[src/rtl/i2s_fifo_sched_if.sv]
// APB-side handshake bundle for the I2S FIFO scheduler.
// Master drives the access strobes; the scheduler returns pulses.
interface i2s_fifo_sched_if;
  logic        penable;
  logic        pwrite;
  logic [31:0] paddr;
  logic        reg_wen;
  logic        reg_ren;
  logic        apb_err;

  modport master (
    output penable,
    output pwrite,
    output paddr,
    input  reg_wen,
    input  reg_ren,
    input  apb_err
  );

  modport slave (
    input  penable,
    input  pwrite,
    input  paddr,
    output reg_wen,
    output reg_ren,
    output apb_err
  );
endinterface

[src/rtl/i2s_fifo_sched.sv]
// Tx/Rx holding-register scheduler with round-robin FIFO arbitration.
// Define I2S_SCHED_STATS_EN to build the saturating error counters.
module i2s_fifo_sched #(
  parameter logic [31:0] TX_ADDR = 32'h0,
  parameter logic [31:0] RX_ADDR = 32'h8,
  parameter int          CNT_W   = 8
) (
  input  logic             pclk,
  input  logic             preset,
  i2s_fifo_sched_if.slave  apb,
  input  logic             stop,
  input  logic             stereo,
  input  logic             tx_full,
  input  logic             rx_empty,
  output logic             tx_wen,
  output logic             rx_ren,
  output logic             tx_pend,
  output logic             rx_valid,
  output logic             tx_chan,
  output logic             rx_chan,
  output logic             busy,
  output logic [CNT_W-1:0] tx_drop_cnt,
  output logic [CNT_W-1:0] rx_under_cnt
);

  typedef enum logic [1:0] {
    IDLE,
    TX_PUSH,
    RX_POP,
    SETTLE
  } state_t;

  state_t state;
  state_t state_nxt;

  logic last_rx;
  logic rx_seq;
  logic pop_chan;

  logic tx_hit;
  logic rx_hit;
  logic tx_acc;
  logic tx_rej;
  logic rx_acc;
  logic rx_rej;
  logic req_tx;
  logic req_rx;

  assign tx_hit = apb.penable & apb.pwrite
                & (apb.paddr == TX_ADDR);
  assign rx_hit = apb.penable & ~apb.pwrite
                & (apb.paddr == RX_ADDR);

  assign tx_acc = tx_hit & ~tx_pend;
  assign tx_rej = tx_hit & tx_pend;
  assign rx_acc = rx_hit & rx_valid;
  assign rx_rej = rx_hit & ~rx_valid;

  assign req_tx = tx_pend & ~tx_full & ~stop;
  assign req_rx = ~rx_valid & ~rx_empty & ~stop;

  always_comb begin
    state_nxt = state;
    unique case (state)
      IDLE: begin
        if (req_tx && (!req_rx || last_rx))
          state_nxt = TX_PUSH;
        else if (req_rx)
          state_nxt = RX_POP;
      end
      TX_PUSH: state_nxt = SETTLE;
      RX_POP:  state_nxt = SETTLE;
      SETTLE:  state_nxt = IDLE;
      default: state_nxt = IDLE;
    endcase
  end

  always_ff @(posedge pclk) begin
    if (preset)
      state <= IDLE;
    else
      state <= state_nxt;
  end

  // Strobes are loaded from the next state so they line up with it.
  always_ff @(posedge pclk) begin
    if (preset) begin
      apb.reg_wen <= 1'b0;
      apb.reg_ren <= 1'b0;
      apb.apb_err <= 1'b0;
      tx_wen      <= 1'b0;
      rx_ren      <= 1'b0;
      busy        <= 1'b0;
    end else begin
      apb.reg_wen <= tx_acc;
      apb.reg_ren <= rx_acc;
      apb.apb_err <= tx_rej | rx_rej;
      tx_wen      <= (state_nxt == TX_PUSH);
      rx_ren      <= (state_nxt == RX_POP);
      busy        <= (state_nxt != IDLE);
    end
  end

  // In SETTLE, last_rx tells whether a pop just completed.
  always_ff @(posedge pclk) begin
    if (preset) begin
      tx_pend  <= 1'b0;
      rx_valid <= 1'b0;
      last_rx  <= 1'b1;
    end else begin
      if (tx_acc)
        tx_pend <= 1'b1;
      else if (state == TX_PUSH)
        tx_pend <= 1'b0;

      if (rx_acc)
        rx_valid <= 1'b0;
      else if (state == SETTLE && last_rx)
        rx_valid <= 1'b1;

      if (state == TX_PUSH)
        last_rx <= 1'b0;
      else if (state == RX_POP)
        last_rx <= 1'b1;
    end
  end

  always_ff @(posedge pclk) begin
    if (preset) begin
      tx_chan  <= 1'b0;
      rx_seq   <= 1'b0;
      pop_chan <= 1'b0;
      rx_chan  <= 1'b0;
    end else begin
      if (!stereo)
        tx_chan <= 1'b0;
      else if (state == TX_PUSH)
        tx_chan <= ~tx_chan;

      if (!stereo)
        rx_seq <= 1'b0;
      else if (state == RX_POP)
        rx_seq <= ~rx_seq;

      if (state == RX_POP)
        pop_chan <= rx_seq;

      if (state == SETTLE && last_rx)
        rx_chan <= pop_chan;
    end
  end

`ifdef I2S_SCHED_STATS_EN
  always_ff @(posedge pclk) begin
    if (preset) begin
      tx_drop_cnt  <= '0;
      rx_under_cnt <= '0;
    end else begin
      if (tx_rej && tx_drop_cnt != {CNT_W{1'b1}})
        tx_drop_cnt <= tx_drop_cnt + 1'b1;
      if (rx_rej && rx_under_cnt != {CNT_W{1'b1}})
        rx_under_cnt <= rx_under_cnt + 1'b1;
    end
  end
`else
  assign tx_drop_cnt  = '0;
  assign rx_under_cnt = '0;
`endif

endmodule
[src/flat_wrapper.sv]
// flat-port wrapper written by rule: the top's interface ports become plain ports
module i2s_fifo_sched_flat 
#(
  parameter logic [31:0] TX_ADDR = 32'h0,
  parameter logic [31:0] RX_ADDR = 32'h8,
  parameter int          CNT_W   = 8
)
  (pclk, preset, stop, stereo, tx_full, rx_empty, tx_wen, rx_ren, tx_pend, rx_valid, tx_chan, rx_chan, busy, tx_drop_cnt, rx_under_cnt, apb_penable, apb_pwrite, apb_paddr, apb_reg_wen, apb_reg_ren, apb_apb_err);
  i2s_fifo_sched_if apb_i ();
  input  logic pclk;
  input  logic preset;
  input  logic stop;
  input  logic stereo;
  input  logic tx_full;
  input  logic rx_empty;
  output logic tx_wen;
  output logic rx_ren;
  output logic tx_pend;
  output logic rx_valid;
  output logic tx_chan;
  output logic rx_chan;
  output logic busy;
  output logic [CNT_W-1:0] tx_drop_cnt;
  output logic [CNT_W-1:0] rx_under_cnt;
  input wire logic [$bits(apb_i.penable)-1:0] apb_penable;
  input wire logic [$bits(apb_i.pwrite)-1:0] apb_pwrite;
  input wire logic [$bits(apb_i.paddr)-1:0] apb_paddr;
  output wire logic [$bits(apb_i.reg_wen)-1:0] apb_reg_wen;
  output wire logic [$bits(apb_i.reg_ren)-1:0] apb_reg_ren;
  output wire logic [$bits(apb_i.apb_err)-1:0] apb_apb_err;
  assign apb_i.penable = apb_penable;
  assign apb_i.pwrite = apb_pwrite;
  assign apb_i.paddr = apb_paddr;
  assign apb_reg_wen = apb_i.reg_wen;
  assign apb_reg_ren = apb_i.reg_ren;
  assign apb_apb_err = apb_i.apb_err;
  i2s_fifo_sched #(.TX_ADDR(TX_ADDR), .RX_ADDR(RX_ADDR), .CNT_W(CNT_W)) u_core (.pclk(pclk), .preset(preset), .apb(apb_i), .stop(stop), .stereo(stereo), .tx_full(tx_full), .rx_empty(rx_empty), .tx_wen(tx_wen), .rx_ren(rx_ren), .tx_pend(tx_pend), .rx_valid(rx_valid), .tx_chan(tx_chan), .rx_chan(rx_chan), .busy(busy), .tx_drop_cnt(tx_drop_cnt), .rx_under_cnt(rx_under_cnt));
endmodule
[config.mk]
export PLATFORM = sky130hd
export DESIGN_NAME = i2s_fifo_sched_flat
export DESIGN_NICKNAME = d
export VERILOG_FILES = /design/src/rtl/i2s_fifo_sched_if.sv /design/src/rtl/i2s_fifo_sched.sv /design/src/flat_wrapper.sv
export SDC_FILE = /design/constraint.sdc
export NUM_CORES = 1
export LEC_CHECK = 0
export BUFFER_PORTS_ARGS = -buffer_cell sky130_fd_sc_hd__buf_2
export CORE_MARGIN = 2
export CORE_UTILIZATION = 40
export DETAILED_ROUTE_END_ITERATION = 12
export GPL_TIMING_DRIVEN = 0
export PLACE_DENSITY = 0.83
export SLEW_MARGIN = 30
export SYNTH_ARGS = -nofsm -noshare
export SYNTH_HDL_FRONTEND = slang
export SYNTH_SLANG_ARGS = --single-unit
[constraint.sdc]
create_clock -name pclk -period 3.75 [get_ports pclk]
set_clock_uncertainty 0.2 [all_clocks]
set_input_delay 0.1875 -clock pclk [delete_from_list [all_inputs] [get_ports pclk]]
set_output_delay 0.1875 -clock pclk [all_outputs]
set_load 0.02 [all_outputs]
Word level (Yosys, flattened, before mapping)
Index checks and enable logic that the tools add are counted.

operators by class
  mux-type cells = 7
  reductions and logical operators = 12
  eq/ne operators = 6
  bitwise operators = 22

operator list
  operator                                                           count
  32-bit by 4-bit == test with 1-bit output (second input constant)  1
  32-bit zero test                                                   1
  1-bit AND                                                          12
  1-bit NOT                                                          9
  2-bit == test (second input constant)                              3
  2-bit one-hot mux with 3 select lines                              1
  2-bit nonzero test                                                 3
  2-bit OR reduction                                                 3
  2-bit by 1-bit == test with 1-bit output (second input constant)   2
  1-bit 2-to-1 mux                                                   4
  2-bit 2-to-1 mux                                                   2
  1-bit logical AND                                                  2
  2-bit zero test                                                    1
  1-bit zero test                                                    1
  1-bit logical OR                                                   1
  1-bit OR                                                           1

storage, ports and cells
  word-level logic and storage cells = 61
  input bits = 40
  bits in registers = 15
  output and inout bits = 26

Depth between registers and ports, before layout
Gate-level depths: netlist of run 1.

  depth in word-level cells = 9
  gate-level depth with buffers = 5
  depth with buffers taken out = 5

Least setup slack after synthesis of run 1
OpenSTA, ideal clock, no wires.

  path type = in2reg
  start = in apb_paddr[25]
  end = reg u_core.rx_valid
  path slack = 2.164 ns
  data required time = 3.430 ns
  library setup time = 0.120 ns
  cell stages on the path = 4
  buffers on the path = 0
  arrival = 1.266 ns
  cells stage by stage = nor4_1 nand4_1 or4_4 o31a_1

between the ends
  word-level cells in the longest chain between the ends = 4

RTL lines
  what                                       RTL line               text
  from (decl)                                flat_wrapper.sv:27     input wire logic [$bits(apb_i.paddr)-1:0] apb_paddr;
  32-bit by 4-bit == test with 1-bit output  i2s_fifo_sched.sv:52   & (apb.paddr == RX_ADDR);
  1-bit AND                                  i2s_fifo_sched.sv:52
  1-bit AND                                  i2s_fifo_sched.sv:56   assign rx_acc = rx_hit & rx_valid;
  2-bit OR reduction (no source line)        -
  to (signal assigned)                       i2s_fifo_sched.sv:108  rx_valid <= 1'b0;
  to (signal assigned)                       i2s_fifo_sched.sv:117  rx_valid <= 1'b0;
  to (signal assigned)                       i2s_fifo_sched.sv:119  rx_valid <= 1'b1;
  to (decl)                                  i2s_fifo_sched.sv:18   output logic rx_valid,

Every way passes these cells.
A chain may end at the register's enable or synchronous reset.

Final worst setup path of run 1
  start = reg u_core.rx_valid
  end = reg u_core.tx_wen

between the ends
  word-level cells in the longest chain between the ends = 9
  elaborated cells on any way between the ends = 10
  those cells by class = eq/ne (1); mux (3); bitwise (3); reduce/logical (3)

RTL lines
  what                                          RTL line              text
  1-bit NOT (*)                                 i2s_fifo_sched.sv:60  assign req_rx = ~rx_valid & ~rx_empty & ~stop;
  1-bit AND (*) (2 in series)                   i2s_fifo_sched.sv:60
  1-bit zero test                               i2s_fifo_sched.sv:66  if (req_tx && (!req_rx || last_rx))
  1-bit logical OR                              i2s_fifo_sched.sv:66
  1-bit logical AND                             i2s_fifo_sched.sv:66
  2-bit 2-to-1 mux (*)                          i2s_fifo_sched.sv:66
  2-bit one-hot mux with 3 select lines (*)     i2s_fifo_sched.sv:64  unique case (state)
  2-bit by 1-bit == test with 1-bit output (*)  i2s_fifo_sched.sv:98  tx_wen <= (state_nxt == TX_PUSH);
  to (signal assigned)                          i2s_fifo_sched.sv:98
  to (decl)                                     i2s_fifo_sched.sv:15  output logic tx_wen,

Mark *: on every way between the ends. The rest lies on a longest branch, timed or not.

==> run_results.csv, run 1 <==
group,metric,value,unit
outcome,status,"finished, final reports clean",
floorplan,start_util,0.422,
floorplan,fp.dieH,49.5,um
global_routing,grt_max_degree,11,
clock_tree,post_cts_buffers,0,
drt,first_pass_iters,4,
pwr,comb_power_share,0.416,
drt,vias_per_cell,4.56,
timing,tns,0,ps
timing,fin_ws,1990,ps
finish,fill_cells,187,
setup_path,end_kind,"flip-flop",
setup_path,start_kind,"flip-flop",
logic_synthesis,yosys_warnings,0,
pwr,pwr-share-clk,0.174,
place,place_hpwl,1660,um
finish,nNetsFinal,208,
drt,wirelength,1910,um
pwr,switching_share,0.363,
job,cap_violations,0,
logic_synthesis,synth-simple-area-share,0.281,
setup_path,path_buf_inv,0,
timing,period_minus_slack,1760,ps
floorplan,ios,66,
timing,slew_violations,0,
pwr,p_int,322,uW
clock_tree,cts_resized,0,
setup_path,cp_top_family,"compound AO/OA/AOI/OAI gates",
global_routing,grt_pass1_vias,835,
logic_synthesis,ys_seq_area_frac,0.363,
clock_tree,cts.sinks,15,
setup_path,max_stage_delay,660,ps
floorplan,die-area,2450,um2
drt,wl_per_cell,10.0,um
place,place_ws,1980,ps
timing,rsz0062_at_grt,"false",
global_routing,antenna_found_initial,0,
global_routing,grt-ovfl-total,0,
global_routing,track_usage,0.168,
pwr,power_density,418,nW/um2
pwr,ir_drop,0.000215,V
clock_tree,clk_path_buf_depth,2,
hold_path,hp-start,"apb_paddr[3]",
pwr,p_sw,184,uW
logic_synthesis,synth-compound-area-share,0.0938,
pwr,p_leak,0.613,nW
place,placed_cells,184,
logic_synthesis,ys_ff_latch,15,
logic_synthesis,ys_types,28,
place,port_buffers,49,
drt,drc,0,
floorplan,rows,16,
drt,postRouteAntennaNets,0,
floorplan,die_w,49.5,um
setup_path,arrival,1740,ps
drt,drtIter0Drc,3,
finish,syn_to_final_growth,46.1,%
setup_path,cp.required,3730,ps
finish,drive_gt1_frac,0.442,
logic_synthesis,synth_top_family_by_area,"simple AND/OR/NAND/NOR gates",
logic_synthesis,synth-xor-area-share,0.0212,
place,placement.cell_area,1160,um2
timing,worstMarginPinSlew,715,ps
finish,stdcell_area,1210,um2
clock_tree,cts_buffers,3,
finish,insertedDiodeCount,0,
drt,num_vias,867,
place,gp_congestion,0.816,
setup_path,crit_start,"u_core.rx_valid$_SDFFE_PP0P_",
setup_path,timing.rr.start,"u_core.rx_valid$_SDFFE_PP0P_",
pwr,seq_power_share,0.410,
finish,stdcell_count,190,
floorplan,core-area,1960,um2
clock_tree,h-tree-depth,1,
timing,finalCritPeriodShare,0.470,
clock_tree,clkLatencyLatePin,280,ps
logic_synthesis,syn_area,827,um2
timing,setup_viol,0,
setup_path,crit_chain,"o311ai_0 -> o21ai_0 -> and4b_1",
logic_synthesis,syn-mean-instance-area,8.89,um2
timing,report.final.hold_viol_count,0,
clock_tree,cts_root_buf,"clkbuf_4",
global_routing,grt_pass1_wl,3280,um
timing,fmax,0.567,GHz
setup_path,slowest_stage,"o311ai_0",
clock_tree,path_clk_slew,80,ps
logic_synthesis,synth_mux_area_frac,0.0121,
clock_tree,cts_tree,"done",
setup_path,critical_path_class,"reg -> reg",
hold_path,worstHoldPathType,"in -> reg",
timing,max_slew_margin,0.517,
logic_synthesis,syn-instance-count,93,
logic_synthesis,yosys.area_share.adder,0.0605,
setup_path,worstPathMaxFanout,6,
cell usage after synthesis:
cell type / instances / area, um2
nand2b_1: 4 / 25.0
nand4_1: 2 / 12.5
nor4_1: 8 / 50.1
nand3b_1: 3 / 22.5
o31a_1: 1 / 8.76
conb_1: 1 / 3.75
nor4b_2: 1 / 15.0
o21ai_0: 2 / 10.0
nand3_1: 2 / 10.0
buf_4: 16 / 120
inv_1: 3 / 11.3
nor2_1: 8 / 30.0
xnor2_1: 2 / 17.5
or4_4: 1 / 11.3
clkbuf_1: 1 / 3.75
dfxtp_1: 15 / 300
nand2_1: 3 / 11.3
and3_1: 1 / 6.26
or3b_2: 1 / 8.76
mux2i_1: 1 / 10.0
a31oi_1: 1 / 6.26
o41ai_2: 1 / 16.3
a21oi_1: 4 / 20.0
ha_1: 4 / 50.1
o311ai_0: 1 / 8.76
and4b_1: 1 / 10.0
nor3_1: 4 / 20.0
o21bai_1: 1 / 7.51
what timing repair did:
| item | 4_1_cts | 5_1_grt |
|---|---|---|
| endpoints found under the hold margin | 3 | 0 |
| setup endpoints to repair | 0 | 0 |
| hold buffers | 2 | 0 |
state kept, by name, summed over array words and instances, names as in the netlist:
name,flops
u_core.tx_wen,1
u_core.tx_pend,1
u_core.apb.apb_err,1
u_core.busy,1
u_core.tx_chan,1
u_core.apb.reg_wen,1
u_core.rx_seq,1
u_core.apb.reg_ren,1
u_core.state,2
u_core.rx_ren,1
u_core.pop_chan,1
u_core.rx_valid,1
u_core.rx_chan,1
u_core.last_rx,1
final cells by class:
class                           instances  area, um2  area share
Buffer                                 17        124       0.102
Clock buffer                            4       26.3      0.0217
Inverter                                3       11.3     0.00932
Multi-Input combinational cell         73        448       0.371
Sequential cell                        15        300       0.248
Tap cell                               27       33.8      0.0280
Timing Repair Buffer                   51        265       0.219
layer usage:
layer,track usage,share of wire,vias up
met5,0,0,-
met4,0.0556,0.012,0
met3,0.0424,0.11,4
met2,0.311,0.49,54
met1,0.186,0.39,367
li1,-,-,442
through the flow:
| stage | util | power [mW] | hold slack [ps] |
|---|---|---|---|
| 2_1_floorplan | - | 0.358 | 87.6 |
| 3_3_place_gp | 0.592 | 0.409 | 249 |
| 3_5_place_dp | 0.592 | 0.419 | 245 |
| 4_1_cts | 0.616 | 0.509 | 2.43 |
| 5_1_grt | 0.616 | 0.542 | 2.94 |
| 6_report | 0.616 | 0.506 | 4.00 |
power by group through the flow:
stage | Sequential [mW] | Combinational (mW) | Clock, mW
after floorplan | 0.223 | 0.135 | 0
after global placement | 0.209 | 0.199 | 0
after detailed placement | 0.211 | 0.207 | 0
after CTS | 0.208 | 0.210 | 0.0906
after global routing | 0.212 | 0.233 | 0.0975
final | 0.208 | 0.210 | 0.0881
final timing paths:
check	endpoint	slack [ps]	depth (start not counted)
worst max register to register	u_core.tx_wen$_SDFF_PP0_	1990	3
worst min register to register	u_core.rx_chan$_SDFFE_PP0P_	260	2
worst min-delay path	u_core.apb.reg_ren$_SDFF_PP0_	4	3
worst max-delay path	u_core.tx_wen$_SDFF_PP0_	1990	3
worst min-delay path: stages:
cell	delay, ps
buf_2	110
nand3b_1	90
nor4_1	50
kinds of logic after synthesis:
group / count (synthesis)
flops: 15
compound gates: 11
mux: 1
fa+ha+maj: 4
buf+inv: 20
other cells: 1
xor+xnor: 2
simple gates: 39
layout by cell type, fill, tap and decap left out, drive strengths merged, types with 3 or more instances in the layout:
cell and count:
buf 65, conb 16, dfxtp 15, nor2 8, nor4 8, clkbuf 5
nor3 4, nand2b 4, a21oi 4, ha 4, inv 3, nand2 3
nand3b 3
Power figures use the tool's default switching activity.
==> run 2, diff against run 1 <==
Settings changed: CORE_UTILIZATION 40 to 38, PLACE_DENSITY 0.83 to 0.79.
Clock period 3.75 ns to 1.68 ns, I/O delays scaled along.
==> run 2 against run 1 <==
Compared with the run above:
- power increased by 130%
- die area increased by 4.8%
- register-to-register slack worse by 1900 ps
- global-route usage decreased by 0.54 points
- largest cell class is now non-clock buffers
- non-clock buffer count up 8
- setup slack worse by 1900 ps
- cell area rose by 6.7%
- critical path depth increased by 1
- via count increased by 5.9%
- routed wire length is 10% higher
- utilization rose by 2.8 points
==> run_results.csv, run 2 (synthesis results as in run 1) <==
group,metric,value,unit
finish,final_cell_mix,"49 x buf_2, 16 x buf_4, 16 x conb_1, 14 x dfxtp_1, 10 x dlygate4sd3_1",
clock_tree,cts.sinks,15,
setup_path,timing.rr.start,"u_core.rx_valid$_SDFFE_PP0P_",
timing,tns,0,ps
drt,wl_per_cell,10.6,um
setup_path,start_kind,"input port",
setup_path,crit_chain,"dlygate4sd3_1 -> buf_2 -> or4_4 -> o31a_1",
floorplan,fp.dieH,50.7,um
timing,fmax,0.619,GHz
pwr,ir_drop,0.000443,V
finish,largest_register_ff_count,2,
place,place_hpwl,1620,um
floorplan,start_util,0.413,
timing,slew_violations,0,
timing,period_minus_slack,1620,ps
finish,drive_gt1_frac,0.427,
finish,nNetsFinal,216,
floorplan,die_w,50.7,um
finish,ff_latch_area,302,um2
pwr,power_density,886,nW/um2
setup_path,cp_top_family,"buffers and inverters",
place,gp_congestion,0.827,
setup_path,critical_path_depth,4,
drt,drc,0,
clock_tree,path_clk_slew,80,ps
setup_path,cp-endpoint,"u_core.rx_valid$_SDFFE_PP0P_",
global_routing,grt-ovfl-total,0,
finish,layout_commonest_cell,"buf_2",
job,cap_violations,0,
setup_path,critical_path_class,"in -> reg",
clock_tree,cts_root_buf,"clkbuf_4",
timing,report.final.hold_viol_count,0,
finish,fill_cells,178,
timing,rsz0062_at_grt,"false",
setup_path,regToRegEndpoint,"u_core.rx_valid$_SDFFE_PP0P_",
floorplan,core-area,2000,um2
setup_path,worstPathMaxFanout,5,
finish,insertedDiodeCount,0,
outcome,status,"finished, final reports clean",
timing,finalCritPeriodShare,0.961,
setup_path,cp.required,1660,ps
setup_path,rrSetupSlack,100,ps
drt,num_vias,918,
drt,first_pass_iters,4,
setup_path,reg2regPathDepth,3,
global_routing,grt_max_degree,11,
setup_path,end_kind,"flip-flop",
setup_path,arrival,1590,ps
hold_path,hold_depth,5,
setup_path,max_stage_delay,570,ps
floorplan,die-area,2570,um2
timing,max_slew_margin,0.673,
drt,vias_per_cell,4.64,
global_routing,grt_pass1_vias,823,
timing,worstMarginPinSlew,482,ps
clock_tree,cts_tree,"done",
floorplan,rows,16,
pwr,power,1.14,mW
drt,drtIter0Drc,10,
global_routing,track_usage,0.163,
hold_path,worstHoldPathType,"in -> reg",
global_routing,grt_pass1_wl,3200,um
setup_path,slowest_stage,"or4_4",
setup_path,crit_start,"apb_paddr[29]",
pwr,p_leak,0.644,nW
floorplan,ios,66,
clock_tree,cts_buffers,3,
drt,postRouteAntennaNets,0,
clock_tree,clk_path_buf_depth,2,
drt,wirelength,2100,um
setup_path,path_buf_inv,2,
global_routing,antenna_found_initial,0,
finish,multi_input_area,448,um2
finish,syn_to_final_growth,56.0,%
timing,hold_ws,20.4,ps
timing,setup_viol,0,
finish,regMostFlops,"u_core.state",
clock_tree,h-tree-depth,1,
clock_tree,clkLatencyLatePin,280,ps
place,port_buffers,49,
run 2: changes by cell type in the layout (fill, tap and decap cells not counted):
cell / previous run / this run
dfxtp_1: 15 / 14
dfxtp_2: 0 / 1
dlygate4sd3_1: 2 / 10
o311ai_0: 1 / 0
o311ai_1: 0 / 1
run 2: what timing repair did:
action | in CTS | in global routing
setup endpoints to repair | 2 | 1
setup buffers | 0 | 0
resized for setup | 1 | 1
hold endpoints to repair | 8 | 0
hold buffers | 10 | 0
run 2: worst register-to-register path, delay by kind of cell, from the launching register on:
kind	cells	cell delay, ps
flops	1	380
compound gates	1	240
simple gates	1	80
buf+inv	1	580
run 2: metrics by stage:
stage	cells	utilization	setup WS, ps	instance area (um2)
6_report	198	0.644	64.8	1290
3_3_place_gp	184	0.581	41.4	1160
4_1_cts	198	0.644	45.0	1290
5_1_grt	198	0.644	44.0	1290
3_5_place_dp	184	0.581	-28.7	1160
2_1_floorplan	108	-	111	883
run 2: worst min path at each step:
stage                       from                       endpoint  slack, ps
floorplan                 preset    u_core.tx_pend$_SDFFE_PP0P_        -20
global route        apb_paddr[1]  u_core.apb.reg_wen$_SDFF_PP0_         30
CTS                 apb_paddr[1]  u_core.apb.reg_ren$_SDFF_PP0_          4
finish              apb_paddr[1]  u_core.apb.reg_wen$_SDFF_PP0_         20
detailed placement        preset    u_core.tx_pend$_SDFFE_PP0P_        150
global placement          preset    u_core.tx_pend$_SDFFE_PP0P_        140
run 2: layer usage:
metal  GRT usage  wire (um)  vias up
met4      0.0676         21        0
met5           0          0        -
met3      0.0268        178        2
met1       0.166        773      410
li1            -          -      457
met2       0.320       1130       49
run 2: power breakdown:
part / total, mW / leakage, nW / internal [mW] / switching [mW]
clock: 0.203 / 0.0150 / 0.0923 / 0.110
sequential: 0.459 / 0.122 / 0.416 / 0.0430
combinational: 0.480 / 0.507 / 0.222 / 0.259
total: 1.14 / 0.644 / 0.731 / 0.412
run 2: area by class of cell:
cell class                      count  share of cell area
Sequential cell                    15               0.234
Multi-Input combinational cell     73               0.347
Inverter                            3             0.00873
Timing Repair Buffer               59               0.268
Clock buffer                        4              0.0204
Buffer                             17              0.0960
Tap cell                           27              0.0262
